$ cat src/rtl/cpu_pkg.sv
// Shared ISA view for the 16-bit CPU pipeline: opcodes, IR field helpers, sequencer states.
// Latency: n/a (constants and pure combinational helpers only).
// Backpressure: n/a.
// IR layout: [3:0] opcode, [4] immediate flag, [7:5] Rx, [10:8] Ry, [15:11] opcode-specific.
package cpu_pkg;

    localparam int IR_W = 16;

    localparam logic [3:0] OP_ADD  = 4'h0;
    localparam logic [3:0] OP_SUB  = 4'h1;
    localparam logic [3:0] OP_CMP  = 4'h2;
    localparam logic [3:0] OP_MV   = 4'h3;
    localparam logic [3:0] OP_MVHI = 4'h4;
    localparam logic [3:0] OP_LD   = 4'h5;
    localparam logic [3:0] OP_ST   = 4'h6;
    localparam logic [3:0] OP_J    = 4'h7;
    localparam logic [3:0] OP_JN   = 4'h8;
    localparam logic [3:0] OP_JZ   = 4'h9;
    localparam logic [3:0] OP_CALL = 4'hA;
    localparam logic [3:0] OP_NOP  = 4'hF;

    typedef enum logic [1:0] {
        S_BOOT    = 2'd0,
        S_RUN     = 2'd1,
        S_MEMWAIT = 2'd2
    } state_t;

    function automatic logic [3:0] op(input logic [IR_W-1:0] ir);
        return ir[3:0];
    endfunction

    function automatic logic imm(input logic [IR_W-1:0] ir);
        return ir[4];
    endfunction

    function automatic logic [2:0] rx(input logic [IR_W-1:0] ir);
        return ir[7:5];
    endfunction

    function automatic logic [2:0] ry(input logic [IR_W-1:0] ir);
        return ir[10:8];
    endfunction

    // Opcodes whose result lands in Rx (CMP only updates flags).
    function automatic logic writes_rx(input logic [3:0] opc);
        logic w;
        w = 1'b0;
        case (opc)
            OP_ADD, OP_SUB, OP_MV, OP_MVHI, OP_LD: w = 1'b1;
            default:                               w = 1'b0;
        endcase
        return w;
    endfunction

    // True when instruction ir sources register r as an operand.
    function automatic logic reads_reg(input logic [IR_W-1:0] ir, input logic [2:0] r);
        logic rd_x;
        logic rd_y;
        rd_x = 1'b0;
        rd_y = 1'b0;
        case (op(ir))
            OP_ADD, OP_SUB, OP_CMP: begin
                rd_x = 1'b1;
                rd_y = !imm(ir);
            end
            OP_MV:   rd_y = !imm(ir);
            OP_MVHI: rd_x = 1'b1;
            OP_LD:   rd_y = 1'b1;
            OP_ST: begin
                rd_x = 1'b1;
                rd_y = 1'b1;
            end
            OP_J, OP_JN, OP_JZ, OP_CALL: rd_x = !imm(ir);
            default: begin
                rd_x = 1'b0;
                rd_y = 1'b0;
            end
        endcase
        return (rd_x && (rx(ir) == r)) || (rd_y && (ry(ir) == r));
    endfunction

endpackage

$ cat src/rtl/hazard_decode.sv
// Decodes pipeline hazards (dmem hold, taken branch, load-use) from the RR/EX IRs and valids.
// Latency: purely combinational, same cycle.
// Backpressure: none itself; its outputs drive the sequencer's stall/flush decisions.
// Ports: rr_ir_i/ex_ir_i stage IRs, valid_rr_i/valid_ex_i stage valids, br_taken_i and
//        dmem_wait_i raw status; ex_mem_hold_o, taken_o, load_use_o hazard flags.
module hazard_decode
    import cpu_pkg::*;
(
    input  logic [IR_W-1:0] rr_ir_i,
    input  logic [IR_W-1:0] ex_ir_i,
    input  logic            valid_rr_i,
    input  logic            valid_ex_i,
    input  logic            br_taken_i,
    input  logic            dmem_wait_i,
    output logic            ex_mem_hold_o,
    output logic            taken_o,
    output logic            load_use_o
);

    logic [3:0] op_ex;
    logic       ex_is_mem;
    logic       unused_ir_hi;

    assign op_ex     = op(ex_ir_i);
    assign ex_is_mem = (op_ex == OP_LD) || (op_ex == OP_ST);

    assign ex_mem_hold_o = valid_ex_i && ex_is_mem && dmem_wait_i;
    assign taken_o       = valid_ex_i && br_taken_i;
    // An invalid RR slot is a bubble and can never create a dependency.
    assign load_use_o    = valid_ex_i && (op_ex == OP_LD) && writes_rx(op_ex)
                           && valid_rr_i && reads_reg(rr_ir_i, rx(ex_ir_i));

    // Upper IR bits carry no register-dependency information.
    assign unused_ir_hi = ^{rr_ir_i[15:11], ex_ir_i[15:11]};

endmodule

$ cat src/rtl/pipe_ctrl.sv
// Pipeline sequencer for the 4-stage CPU: stage valids, stage enables, bubbles, flushes, perf counters.
// Latency: enables are combinational from state+inputs; valids/counters update on the next posedge.
// Backpressure: imem wait stalls fetch, load-use stalls F/RR, dmem wait freezes the whole pipe.
// Ports: clk/rst (sync, active-high); i_rr_ir/i_ex_ir stage IRs; i_br_taken, i_imem_wait,
//        i_dmem_wait status; o_pc_en/o_pc_load and o_*_en stage enables; o_valid_* stage valids;
//        o_mem_timeout sticky dmem timeout; o_stall_cnt/o_flush_cnt saturating event counters.
module pipe_ctrl
    import cpu_pkg::*;
#(
    parameter int BOOT_CYCLES = 4,
    parameter int MEM_TIMEOUT = 255,
    parameter int CNT_W       = 16
) (
    input  logic             clk,
    input  logic             rst,
    input  logic [IR_W-1:0]  i_rr_ir,
    input  logic [IR_W-1:0]  i_ex_ir,
    input  logic             i_br_taken,
    input  logic             i_imem_wait,
    input  logic             i_dmem_wait,
    output logic             o_pc_en,
    output logic             o_pc_load,
    output logic             o_f_rr_en,
    output logic             o_rr_ex_en,
    output logic             o_ex_wb_en,
    output logic             o_valid_rr,
    output logic             o_valid_ex,
    output logic             o_valid_wb,
    output logic             o_mem_timeout,
    output logic [CNT_W-1:0] o_stall_cnt,
    output logic [CNT_W-1:0] o_flush_cnt
);

    localparam int BOOT_W = (BOOT_CYCLES > 1) ? $clog2(BOOT_CYCLES) : 1;
    localparam int WAIT_W = $clog2(MEM_TIMEOUT + 1);

    state_t            state_q, state_d;
    logic [BOOT_W-1:0] boot_q, boot_d;
    logic [WAIT_W-1:0] wait_q, wait_d;
    logic              timeout_q, timeout_d;
    logic [CNT_W-1:0]  stall_q, stall_d;
    logic [CNT_W-1:0]  flush_q, flush_d;
    logic              valid_rr_q, valid_rr_d;
    logic              valid_ex_q, valid_ex_d;
    logic              valid_wb_q, valid_wb_d;

    logic ex_mem_hold;
    logic taken;
    logic load_use;

    hazard_decode u_hazard_decode (
        .rr_ir_i       (i_rr_ir),
        .ex_ir_i       (i_ex_ir),
        .valid_rr_i    (valid_rr_q),
        .valid_ex_i    (valid_ex_q),
        .br_taken_i    (i_br_taken),
        .dmem_wait_i   (i_dmem_wait),
        .ex_mem_hold_o (ex_mem_hold),
        .taken_o       (taken),
        .load_use_o    (load_use)
    );

    // FSM next state, stage enables and stage valids.
    always_comb begin
        state_d    = state_q;
        boot_d     = boot_q;
        valid_rr_d = valid_rr_q;
        valid_ex_d = valid_ex_q;
        valid_wb_d = valid_wb_q;
        o_pc_en    = 1'b0;
        o_pc_load  = 1'b0;
        o_f_rr_en  = 1'b0;
        o_rr_ex_en = 1'b0;
        o_ex_wb_en = 1'b0;

        case (state_q)
            S_BOOT: begin
                valid_rr_d = 1'b0;
                valid_ex_d = 1'b0;
                valid_wb_d = 1'b0;
                if (boot_q == BOOT_W'(BOOT_CYCLES - 1)) begin
                    state_d = S_RUN;
                end else begin
                    boot_d = boot_q + BOOT_W'(1);
                end
            end
            S_RUN, S_MEMWAIT: begin
                if (ex_mem_hold) begin
                    // Freeze everything; WB must not retire the EX->WB content twice.
                    state_d    = S_MEMWAIT;
                    valid_wb_d = 1'b0;
                end else begin
                    // Every remaining case advances RR->EX->WB.
                    state_d    = S_RUN;
                    o_rr_ex_en = 1'b1;
                    o_ex_wb_en = 1'b1;
                    valid_wb_d = valid_ex_q;
                    valid_ex_d = valid_rr_q;
                    if (taken) begin
                        // Redirect fetch; the RR and F instructions are wrong-path.
                        o_pc_load  = 1'b1;
                        o_pc_en    = 1'b1;
                        o_f_rr_en  = 1'b1;
                        valid_rr_d = 1'b0;
                        valid_ex_d = 1'b0;
                    end else if (load_use) begin
                        // Hold F and RR one cycle; WB forwarding then supplies the load data.
                        valid_ex_d = 1'b0;
                    end else if (i_imem_wait) begin
                        o_f_rr_en  = 1'b1;
                        valid_rr_d = 1'b0;
                    end else begin
                        o_pc_en    = 1'b1;
                        o_f_rr_en  = 1'b1;
                        valid_rr_d = 1'b1;
                    end
                end
            end
            default: begin
                state_d = S_BOOT;
                boot_d  = '0;
            end
        endcase
    end

    // Performance counters and dmem wait watchdog.
    always_comb begin
        stall_d   = stall_q;
        flush_d   = flush_q;
        wait_d    = wait_q;
        timeout_d = timeout_q;
        if (state_q != S_BOOT) begin
            if (!o_pc_en && (stall_q != '1)) begin
                stall_d = stall_q + CNT_W'(1);
            end
            if (o_pc_load && (flush_q != '1)) begin
                flush_d = flush_q + CNT_W'(1);
            end
            if (ex_mem_hold) begin
                if (wait_q != WAIT_W'(MEM_TIMEOUT)) begin
                    wait_d = wait_q + WAIT_W'(1);
                end
                // wait_q counts earlier hold cycles, so this fires on the MEM_TIMEOUT-th one.
                if (wait_q >= WAIT_W'(MEM_TIMEOUT - 1)) begin
                    timeout_d = 1'b1;
                end
            end else begin
                wait_d = '0;
            end
        end
    end

    always_ff @(posedge clk) begin
        if (rst) begin
            state_q    <= S_BOOT;
            boot_q     <= '0;
            wait_q     <= '0;
            timeout_q  <= 1'b0;
            stall_q    <= '0;
            flush_q    <= '0;
            valid_rr_q <= 1'b0;
            valid_ex_q <= 1'b0;
            valid_wb_q <= 1'b0;
        end else begin
            state_q    <= state_d;
            boot_q     <= boot_d;
            wait_q     <= wait_d;
            timeout_q  <= timeout_d;
            stall_q    <= stall_d;
            flush_q    <= flush_d;
            valid_rr_q <= valid_rr_d;
            valid_ex_q <= valid_ex_d;
            valid_wb_q <= valid_wb_d;
        end
    end

    assign o_valid_rr    = valid_rr_q;
    assign o_valid_ex    = valid_ex_q;
    assign o_valid_wb    = valid_wb_q;
    assign o_mem_timeout = timeout_q;
    assign o_stall_cnt   = stall_q;
    assign o_flush_cnt   = flush_q;

endmodule

$ cat config.mk
export PLATFORM = sky130hd
export DESIGN_NAME = pipe_ctrl
export DESIGN_NICKNAME = d
export VERILOG_FILES = /design/src/rtl/cpu_pkg.sv /design/src/rtl/hazard_decode.sv /design/src/rtl/pipe_ctrl.sv
export SDC_FILE = /design/constraint.sdc
export NUM_CORES = 1
export LEC_CHECK = 0
export BUFFER_PORTS_ARGS = -buffer_cell sky130_fd_sc_hd__buf_4
export CAP_MARGIN = 20
export CELL_PAD_IN_SITES_DETAIL_PLACEMENT = 1
export CELL_PAD_IN_SITES_GLOBAL_PLACEMENT = 2
export CORE_MARGIN = 2
export CORE_UTILIZATION = 31
export CTS_CLUSTER_SIZE = 10
export DETAILED_ROUTE_END_ITERATION = 8
export GPL_ROUTABILITY_DRIVEN = 0
export HOLD_SLACK_MARGIN = 0.03
export PLACE_DENSITY_LB_ADDON = 0.1
export SYNTH_ARGS = -nofsm -noshare
export SYNTH_HDL_FRONTEND = slang
export SYNTH_SLANG_ARGS = --single-unit
export TNS_END_PERCENT = 30
$ cat constraint.sdc
create_clock -name clk -period 6.5 [get_ports clk]
set_input_delay 0.325 -clock clk [delete_from_list [all_inputs] [get_ports clk]]
set_output_delay 0.325 -clock clk [all_outputs]
set_load 0.03 [all_outputs]
* Word-level counts from Yosys, hierarchy flattened
Cells that the tools add are included.
** Cells by class
- Add/subtract/negate cells :: 4
- Eq/ne operators :: 28
- Multiplexer cells :: 34
- Bitwise operators :: 1
- Reduce and logical (&&, ||, !) cells :: 33
- Magnitude comparators :: 1
** Operators with widths (count)
- 16-bit by 1-bit adder with 16-bit output (second input constant) :: 2
- 16-bit != test (second input constant) :: 2
- 4-bit by 3-bit equality test with 1-bit output (second input constant) :: 7
- 1-bit two-way mux :: 22
- 8-bit two-way mux :: 2
- 4-bit by 2-bit equality test with 1-bit output (second input constant) :: 3
- 4-bit equality test (second input constant) :: 3
- 1-bit logical AND :: 11
- 1-bit case mux with 2 select lines :: 5
- 2-bit AND reduction :: 5
- 5-bit OR reduction :: 2
- 8-bit by 1-bit adder with 8-bit output (second input constant) :: 1
- 4-bit by 1-bit equality test with 1-bit output (second input constant) :: 2
- 8-bit >= comparator (second input constant) :: 1
- 4-bit logical NOT :: 2
- 8-bit != test (second input constant) :: 1
- 2-bit case mux with 2 select lines :: 2
- 4-bit OR reduction :: 2
- 3-bit equality test :: 2
- 2-bit two-way mux :: 3
- 2-bit != test (second input constant) :: 3
- 3-bit AND reduction :: 2
- 2-bit equality test (second input constant) :: 2
- 2-bit nonzero test :: 2
- 9 further kinds :: 12
** Storage, ports and cells
- Register bits :: 48
- Bits of input ports :: 37
- Output and inout bits :: 41

* Depth between registers and ports, before layout
Gate-level depths: netlist of run 1.
- Depth in word-level cells :: 13
- Depth in mapped cells :: 12

* By module
A second synthesis of run 1 with hierarchy kept.
** Unflattened totals
- Cell total of the unflattened synthesis :: 337
- Area total of the unflattened synthesis :: 2915.3 um^2
** Modules (own cells, without submodules)
- pipe_ctrl :: times used 1, area each 2750.1 um^2, cells each 314
- hazard_decode :: times used 1, area each 165.2 um^2, cells each 23

* Least setup slack after synthesis of run 1
Ideal clock, no wire load.
- Path type :: register to register
- From :: register state_q[0]
- To :: register stall_q[1] (netlist: o_stall_cnt[1])
- Path buffers :: 4
- Slack :: 3.940 ns
- Period minus slack after synthesis :: 2.560 ns
- Data arrival time :: 2.433 ns
- Stages on the path, launching flop included :: 13
- Required time :: 6.372 ns
- Cell sequence :: dfxtp_1 > inv_1 > ha_1 > clkbuf_1 > o21ai_0 > inv_1 > a21oi_1 > o21ba_1 > buf_6 > buf_2 > clkbuf_1 > mux2i_1 > nor2_1
** On the way
- Longest elaborated chain between the ends :: 6
- Elaborated cells on any way between the ends :: 8
- Classes of those cells :: 2 x eq/ne; 1 x mux; 5 x reduce/logical
** RTL lines
- from (decl) :: line pipe_ctrl.sv:37 : state_t state_q, state_d;
- from (signal assigned) :: line pipe_ctrl.sv:165 : state_q <= state_d;
- 2-bit by 1-bit equality test with 1-bit output / 2-bit equality test (equally long branches) :: line pipe_ctrl.sv:76 : case (state_q)
- 2-bit OR reduction :: line pipe_ctrl.sv:76
- 1-bit two-way mux :: line pipe_ctrl.sv:76
- 1-bit logical NOT :: line pipe_ctrl.sv:133 : if (!o_pc_en && (stall_q != '1)) begin
- 1-bit logical AND :: line pipe_ctrl.sv:133
- 2-bit AND reduction (no source line) *
- to (signal assigned) :: line pipe_ctrl.sv:169 : stall_q <= stall_d;
- to (decl) :: line pipe_ctrl.sv:41 : logic [CNT_W-1:0] stall_q, stall_d;
Every way passes the cells marked *; elsewhere a longest branch is shown, timed or not.
A chain may end at the register's enable or synchronous reset.

* Worst setup path after layout of run 1
- From :: register valid_ex_q (netlist: o_valid_ex)
- To :: register stall_q[15] (netlist: o_stall_cnt[15])
** On the way
- Longest elaborated chain between the ends :: 11
- Elaborated cells on any way between the ends :: 14
- Classes of those cells :: 4 x mux; 10 x reduce/logical
** RTL lines
- from (decl) :: line pipe_ctrl.sv:44 : logic valid_ex_q, valid_ex_d;
- from (signal assigned) :: line pipe_ctrl.sv:172 : valid_ex_q <= valid_ex_d;
- 1-bit logical AND (2 in series) :: line hazard_decode.sv:30 : assign load_use_o = valid_ex_i && (op_ex == OP_LD) && writes_rx(op_ex)
- 1-bit logical AND (2 in series) :: line hazard_decode.sv:31 : && valid_rr_i && reads_reg(rr_ir_i, rx(ex_ir_i));
- 1-bit two-way mux :: line pipe_ctrl.sv:106 : end else if (load_use) begin
- 1-bit two-way mux :: line pipe_ctrl.sv:99 : if (taken) begin
- 1-bit two-way mux * :: line pipe_ctrl.sv:88 : if (ex_mem_hold) begin
- 1-bit two-way mux * :: line pipe_ctrl.sv:76
- 1-bit logical NOT * :: line pipe_ctrl.sv:133
- 1-bit logical AND * :: line pipe_ctrl.sv:133
- 2-bit AND reduction (no source line) *
Marks and branches as above.

==> results of run 1 <==
-- routing by layer --
| layer | track usage | wire (µm) | vias up |
|---|---|---|---|
| met4 | 0.0338 | 46 | 0 |
| met1 | 0.194 | 2990 | 1130 |
| met3 | 0.0311 | 245 | 4 |
| met5 | 0 | 0 | - |
| met2 | 0.255 | 3110 | 41 |
| li1 | - | - | 1222 |
-- worst min-delay path: stages --
cell	delay [ns]
buf_4	0.09
a21oi_1	0.04
mux2i_1	0.12
nor3_1	0.06
-- cells in the final DEF (no fill, tap or decap), types with 3 or more instances in the layout --
| cell | count |
|---|---|
| buf_4 | 63 |
| nor2_1 | 54 |
| dfxtp_1 | 48 |
| a21oi_1 | 24 |
| nand3_1 | 18 |
| xor2_1 | 17 |
| nand2_1 | 15 |
| xnor2_1 | 13 |
| o21ai_0 | 13 |
| or3_1 | 13 |
| nand4_1 | 11 |
| inv_1 | 10 |
| and3_1 | 8 |
| ha_1 | 7 |
| clkbuf_8 | 7 |
| nor3_1 | 6 |
| mux2i_1 | 4 |
| nor2b_1 | 3 |
| and4_1 | 3 |
-- report_power, final --
part	internal, mW	total (mW)	switching (mW)
clock	0.0949	0.189	0.0936
combinational	0.0447	0.115	0.0702
sequential	0.303	0.310	0.00707
total	0.442	0.613	0.171
-- final cells by class --
type / instances / area (µm²)
multi-input combinational: 244 / 1490
clock buffer: 7 / 96.3
inverter: 10 / 37.5
fill: 1016 / 4900
tap: 105 / 131
timing repair buffer: 63 / 473
sequential: 48 / 961
-- sequential cells by signal (all words and copies together) (netlist names) --
register / count
o_stall_cnt: 16
o_valid_rr: 1
o_mem_timeout: 1
o_flush_cnt: 16
wait_q: 8
state_q: 2
o_valid_ex: 1
boot_q: 2
o_valid_wb: 1
-- stage by stage --
step	hold WS, ns	utilization	area [µm²]	setup WS [ns]	std cells
finish	0.380	0.394	3190	3.78	477
global route	0.372	0.394	3190	3.48	477
CTS	0.366	0.394	3190	3.71	477
detailed placement	0.475	0.382	3090	3.72	470
global placement	0.460	0.382	3090	3.73	470
floorplan	0.479	-	2540	3.94	313
-- synth_stat cells (2+ instances only) --
master,n
a2111oi_0,2
a21o_1,2
a21oi_1,24
a22oi_1,2
and2_1,2
and3_1,8
and4_1,3
clkbuf_1,8
dfxtp_1,48
ha_1,7
inv_1,10
mux2_2,2
mux2i_1,4
nand2_1,15
nand3_1,18
nand4_1,11
nand4b_1,2
nor2_1,54
nor2b_1,3
nor3_1,6
o21ai_0,13
o31ai_1,2
or3_1,13
or4_1,2
xnor2_1,13
xor2_1,17
-- worst paths after layout --
check,start,endpoint,slack (ns),depth (start not counted)
hold reg to reg,o_mem_timeout,o_mem_timeout,0.49,2
setup reg to reg,o_valid_ex,o_stall_cnt[15],3.78,7
setup / recovery,o_valid_ex,o_stall_cnt[15],3.78,7
hold / removal,i_imem_wait,o_valid_rr,0.38,4
-- kinds of logic after synthesis --
family          count (synthesis)  share of synthesized area
simple gates                  145                      0.289
compound gates                 56                      0.135
flops                          48                      0.378
xor+xnor                       30                      0.103
buf+inv                        21                     0.0359
fa+ha+maj                       7                     0.0344
mux                             6                     0.0246
==> metrics.md, run 1 <==
| Metric | Value |
|---|---|
| Clk sinks | `48` |
| Slew headroom | `0.444` |
| Number of global-route vias before repair | `2,309` |
| Crit path cell chain | `nand4b_1 > o21ai_0 > inv_1 > a21oi_1 > o21ba_1 > or4_1 > a21oi_1` |
| RSZ-0062 raised after global routing | `no` |
| Endpoint kind of the worst setup timing path | `register` |
| Via count of the routed design | `2,397` |
| Total global-route track usage | `0.149` |
| Fraction of layout cells with a size suffix above 1 | `0.196` |
| Power per cell area | `192 nW/µm²` |
| Result of the run | `finished, final reports clean` |
| IO buf count | `63` |
| Post-CTS setup-driven buffer insertion count | `0` |
| Predominant post-synthesis flop cell | `dfxtp_1` |
| DRC violations left | `0` |
| Starting Density | `0.314` |
| Library cell occupying the most area in the post-synthesis netlist | `dfxtp_1` |
| Clock tree buffer depth | `2` |
| Post-layout power | `613 µW` |
| Max-slew violation total from the final report | `0` |
| Number of distinct standard cells referenced by the synthesized netlist | `48` |
| Vertical die dimension | `94.6 µm` |
| DR WL/cell | `13.4 µm` |
| Critical Setup Path Class | `register to register` |
| Most used cell, CP | `a21oi_1` |
| Clock H-tree levels | `2` |
| Buf+Inv Stages, Crit Path | `1` |
| Ratio of routed vias to standard cells | `5.03` |
| P&R area growth vs syn | `25.4%` |
| Hold crit path type | `input port to register` |
| Die Outline Area | `8940 µm²` |
| Total of max-cap violations | `0` |
| Required time of the worst setup path | `6.72 ns` |
| Top-level I/O count | `78` |
| Net total in the final layout | `416` |
| Antenna violations before repair | `0` |
| Number of flops mapped to enable cells by yosys | `0` |
| Cells taking the most area after synthesis | `dfxtp_1 (38%), nor2_1 (8.0%), xor2_1 (5.9%), a21oi_1 (4.7%), xnor2_1 (4.5%)` |
| Final min period | `2.72 ns` |
| Register bit count reported by yosys | `48` |
| Library cell contributing the largest single delay on the critical path | `or4_1` |
| Async set-reset flop share out of synthesis | `0` |
| Kind of start point of the critical path | `register` |
| Top-area cell type share of the netlist area | `0.378` |
| Total CTS buffers | `5` |
| Clock tree from TritonCTS | `built` |
| Largest driver fanout on the critical path | `28` |
| Max incr delay on CP | `0.61 ns` |
| Post-Synthesis Mean Instance Area | `8.12 µm²` |
| PostCTS Resize Cnt | `0` |
| Clock Skew | `0.00572 ns` |
| Global-route wire length before repair | `10,900 µm` |
| Fraction of the cycle the final worst path needs | `0.419` |
| Hold buffer count at cts | `0` |
| Total number of yosys warnings | `0` |
| Root buffer selected by CTS | `clkbuf_8` |
| Standard cell core area | `8090 µm²` |
| Critical path data arrival time | `2.95 ns` |
| Final-layout setup total negative slack | `0 ns` |
| Aggregate routed wire length | `6390 µm` |
| Maximum achievable frequency | `0.367 GHz` |
| Total nets after synthesis | `357` |
| Maximum ir drop on the vdd rail | `0.0790 mV` |
| Clock-pin slew reported for the worst setup and hold paths after clock tree synthesis | `0.08 ns` |
| Detailed placer's ending HPWL | `4840 µm` |
| Row count | `33` |
| Gate count of the mapped netlist | `313` |
| Finish-stage setup viols | `0` |
| Maximum number of pins on one net before global-route repair | `46` |
| Chip Width | `94.6 µm` |
| Number of optimization iterations in the first detailed-route pass | `4` |
| Number of antenna repair diodes | `0` |
| Synthesized area | `2540 µm²` |
| DR iter-0 viols | `50` |
| Leak Pwr | `1.27 nW` |
| Overflow left after global routing | `0` |
| Worst Max-Slew Pin Slew | `0.835 ns` |
| Part of the Yosys area used for sequential elements | `0.378` |
| Final hold vios | `0` |
| Remaining number of nets flagged by the antenna check after routing | `0` |
| Clock latency on the worst-skew pair | `0.29 ns` |
| Top cell family by delay on the critical path | `compound AO/OA/AOI/OAI gates` |
(Power assumes the default switching activity.)
==> inputs of run 2 (changes only) <==
CORE_UTILIZATION = 26   (was 31)
clock period = 2.3 ns   (was 6.5 ns; I/O delays follow)
==> run 2 against run 1 <==
Effect of this change:
- utilization down 3.6 points
- power grew to 3.0 times the previous value
- first-iteration DRC count is 60% higher
- non-clock buffer count grew 19
- sequential share of layout area decreased by 2.1 points
- critical endpoint unchanged
- highest routed layer unchanged
==> metrics.md, run 2 (synthesis results as in run 1) <==
| Metric | Value |
|---|---|
| Critical path depth | `7 (unchanged)` |
| Number of antenna repair diodes | `0 (unchanged)` |
| Number of global-route vias before repair | `2,466 (+6.8%)` |
| Final min period | `2.26 ns (-0.458 ns)` |
| RSZ-0062 raised after global routing | `yes` |
| Endpoint kind of the worst setup timing path | `register` |
| Fraction of layout cells with a size suffix above 1 | `0.265 (+0.0691)` |
| Critical Setup Path Class | `register to register` |
| Global-route wire length before repair | `11,900 µm (+9.1%)` |
| Result of the run | `finished, final reports clean` |
| Power per cell area | `530 nW/µm² (+180%)` |
| Placement-stage cell area | `3290 µm² (+6.2%)` |
| Critical path data arrival time | `2.50 ns (-0.45 ns)` |
| Max incr delay on CP | `0.49 ns (-0.12 ns)` |
| Net total in the final layout | `435 (+4.6%)` |
| Antenna violations before repair | `0 (unchanged)` |
| DR iter-0 viols | `80 (+60%)` |
| Placed cell count | `516 (+9.8%)` |
| Clock Skew | `0.00786 ns (+0.00214 ns)` |
| Max-slew violation total from the final report | `0 (unchanged)` |
| Library cell contributing the largest single delay on the critical path | `or4_1` |
| Most used cells in the layout excluding fill and tap cells | `buf_4 (80), nor2_1 (54), dfxtp_1 (44), a21oi_1 (24)` |
| Remaining number of nets flagged by the antenna check after routing | `0 (unchanged)` |
| Row count | `36 (+9.1%)` |
| Clock latency on the worst-skew pair | `0.30 ns (about the same)` |
| Standard cell core area | `9640 µm² (+19%)` |
| Maximum number of pins on one net before global-route repair | `46 (unchanged)` |
| Maximum achievable frequency | `0.442 GHz (+20%)` |
| Cell area after layout | `3450 µm² (+8.2%)` |
| Total global-route track usage | `0.141 (-0.00874)` |
| End of the worst register-to-register path | `o_stall_cnt[15]` |
| Clock H-tree levels | `2 (unchanged)` |
| Aggregate routed wire length | `7130 µm (+12%)` |
| Clk sinks | `48 (unchanged)` |
| Hold crit path type | `input port to register` |
| Start point of the worst hold path | `i_imem_wait` |
| Root buffer selected by CTS | `clkbuf_8` |
| Register-to-register setup slack | `0.04 ns (-3.74 ns)` |
| Slew headroom | `0.659 (+0.216)` |
| R2R Path Start | `o_valid_ex` |
| Die Outline Area | `10,600 µm² (+18%)` |
| Total of max-cap violations | `0 (unchanged)` |
| Largest driver fanout on the critical path | `14 (-50%)` |
| Reg2Reg Depth | `7 (unchanged)` |
| Final standard cell count with taps included and fillers excluded | `525 (+10%)` |
| IO buf count | `63 (unchanged)` |
| Top-level I/O count | `78 (unchanged)` |
| Buf+Inv Stages, Crit Path | `1 (unchanged)` |
| Vertical die dimension | `103 µm (+8.8%)` |
| Via count of the routed design | `2,506 (+4.5%)` |
| Top cell family by delay on the critical path | `simple AND/OR/NAND/NOR gates` |
| Ratio of routed vias to standard cells | `4.77 (-5.0%)` |
| Overflow left after global routing | `0 (unchanged)` |
| Detailed placer's ending HPWL | `5200 µm (+7.5%)` |
| Total CTS buffers | `5 (unchanged)` |
| Clock tree buffer depth | `2 (unchanged)` |
| Starting Density | `0.264 (-0.0504)` |
| First element of the critical path | `o_valid_ex` |
| Post-CTS setup-driven buffer insertion count | `0 (unchanged)` |
| Clock-pin slew reported for the worst setup and hold paths after clock tree synthesis | `0.09 ns (about the same)` |
| Endpoint of the most critical setup path | `o_stall_cnt[15]` |
| Chip Width | `103 µm (+8.8%)` |
| Fraction of the cycle the final worst path needs | `0.984 (+0.565)` |
| Kind of start point of the critical path | `register` |
| DR WL/cell | `13.6 µm (+1.4%)` |
| Hold buffer count at cts | `0 (unchanged)` |
| Final hold vios | `0 (unchanged)` |
| Commonest non-fill, non-tap cell in the layout | `buf_4` |
| Maximum ir drop on the vdd rail | `0.217 mV (+180%)` |
| Required time of the worst setup path | `2.54 ns (-4.18 ns)` |
| Clock tree from TritonCTS | `built` |
| Crit path cell chain | `and3b_2 > or4b_4 > or2_1 > o21ba_4 > buf_12 > or4_1 > a21oi_1` |
| Number of optimization iterations in the first detailed-route pass | `4 (unchanged)` |
| P&R area growth vs syn | `35.7%` |
| Worst Max-Slew Pin Slew | `0.511 ns (-0.323 ns)` |
| Finish-stage setup viols | `0 (unchanged)` |
| Leak Pwr | `1.38 nW (+9.1%)` |
| DRC violations left | `0 (unchanged)` |
-- run 2: timing repair --
| item | 4_1_cts | 5_1_grt |
|---|---|---|
| pin swaps | 1 | 1 |
| resized for setup | 4 | 7 |
| endpoints found under the setup margin | 1 | 21 |
| gates cloned | 1 | 0 |
-- run 2: area by class of cell --
type | count | area (µm²)
multi-input cells | 244 | 1540
well taps | 133 | 166
repair buffers | 82 | 653
fillers | 1209 | 6190
flip-flops and latches | 48 | 968
inverters | 10 | 37.5
clock buffers | 8 | 90.1
-- run 2: metal layers --
layer / global-route usage / up-vias / wire length (µm) / share of wire
li1: - / 1271 / - / -
met1: 0.183 / 1193 / 3380 / 0.47
met2: 0.238 / 34 / 3440 / 0.48
met3: 0.0278 / 8 / 243 / 0.034
met4: 0.0364 / 0 / 72 / 0.010
met5: 0 / - / 0 / 0
-- run 2: per-stage QoR --
stage	setup TNS, ns	hold slack (ns)	power, mW	setup WS (ns)	util
finish	0	0.164	1.83	0.0368	0.358
global placement	0	0.471	1.27	0.0324	0.341
floorplan	0	0.336	1.13	0.0293	-
CTS	0	0.160	1.87	0.000769	0.355
detailed placement	0	0.488	1.27	0.0170	0.341
global route	-0.0344	0.179	1.95	-0.0300	0.358
-- run 2: worst min path at each step --
stage | to | cells after the start
after floorplan | o_valid_rr | 3
after global placement | o_mem_timeout | 2
after detailed placement | o_mem_timeout | 2
after CTS | o_valid_rr | 4
after global routing | o_valid_rr | 4
final | o_valid_rr | 4
-- run 2: worst register-to-register path: cells and delay by family, from the launching register on --
family                 cells  cell delay, ns
buffers and inverters      1            0.14
AND/OR/NAND/NOR            4            1.38
flip-flops                 1            0.35
AO/OA/AOI/OAI              2            0.35
-- run 2: power by group --
part	internal (mW)	leakage, nW	switching (mW)	total, mW
combinational	0.194	0.949	0.224	0.418
sequential	0.855	0.389	0.0159	0.871
clock	0.246	0.0455	0.293	0.540
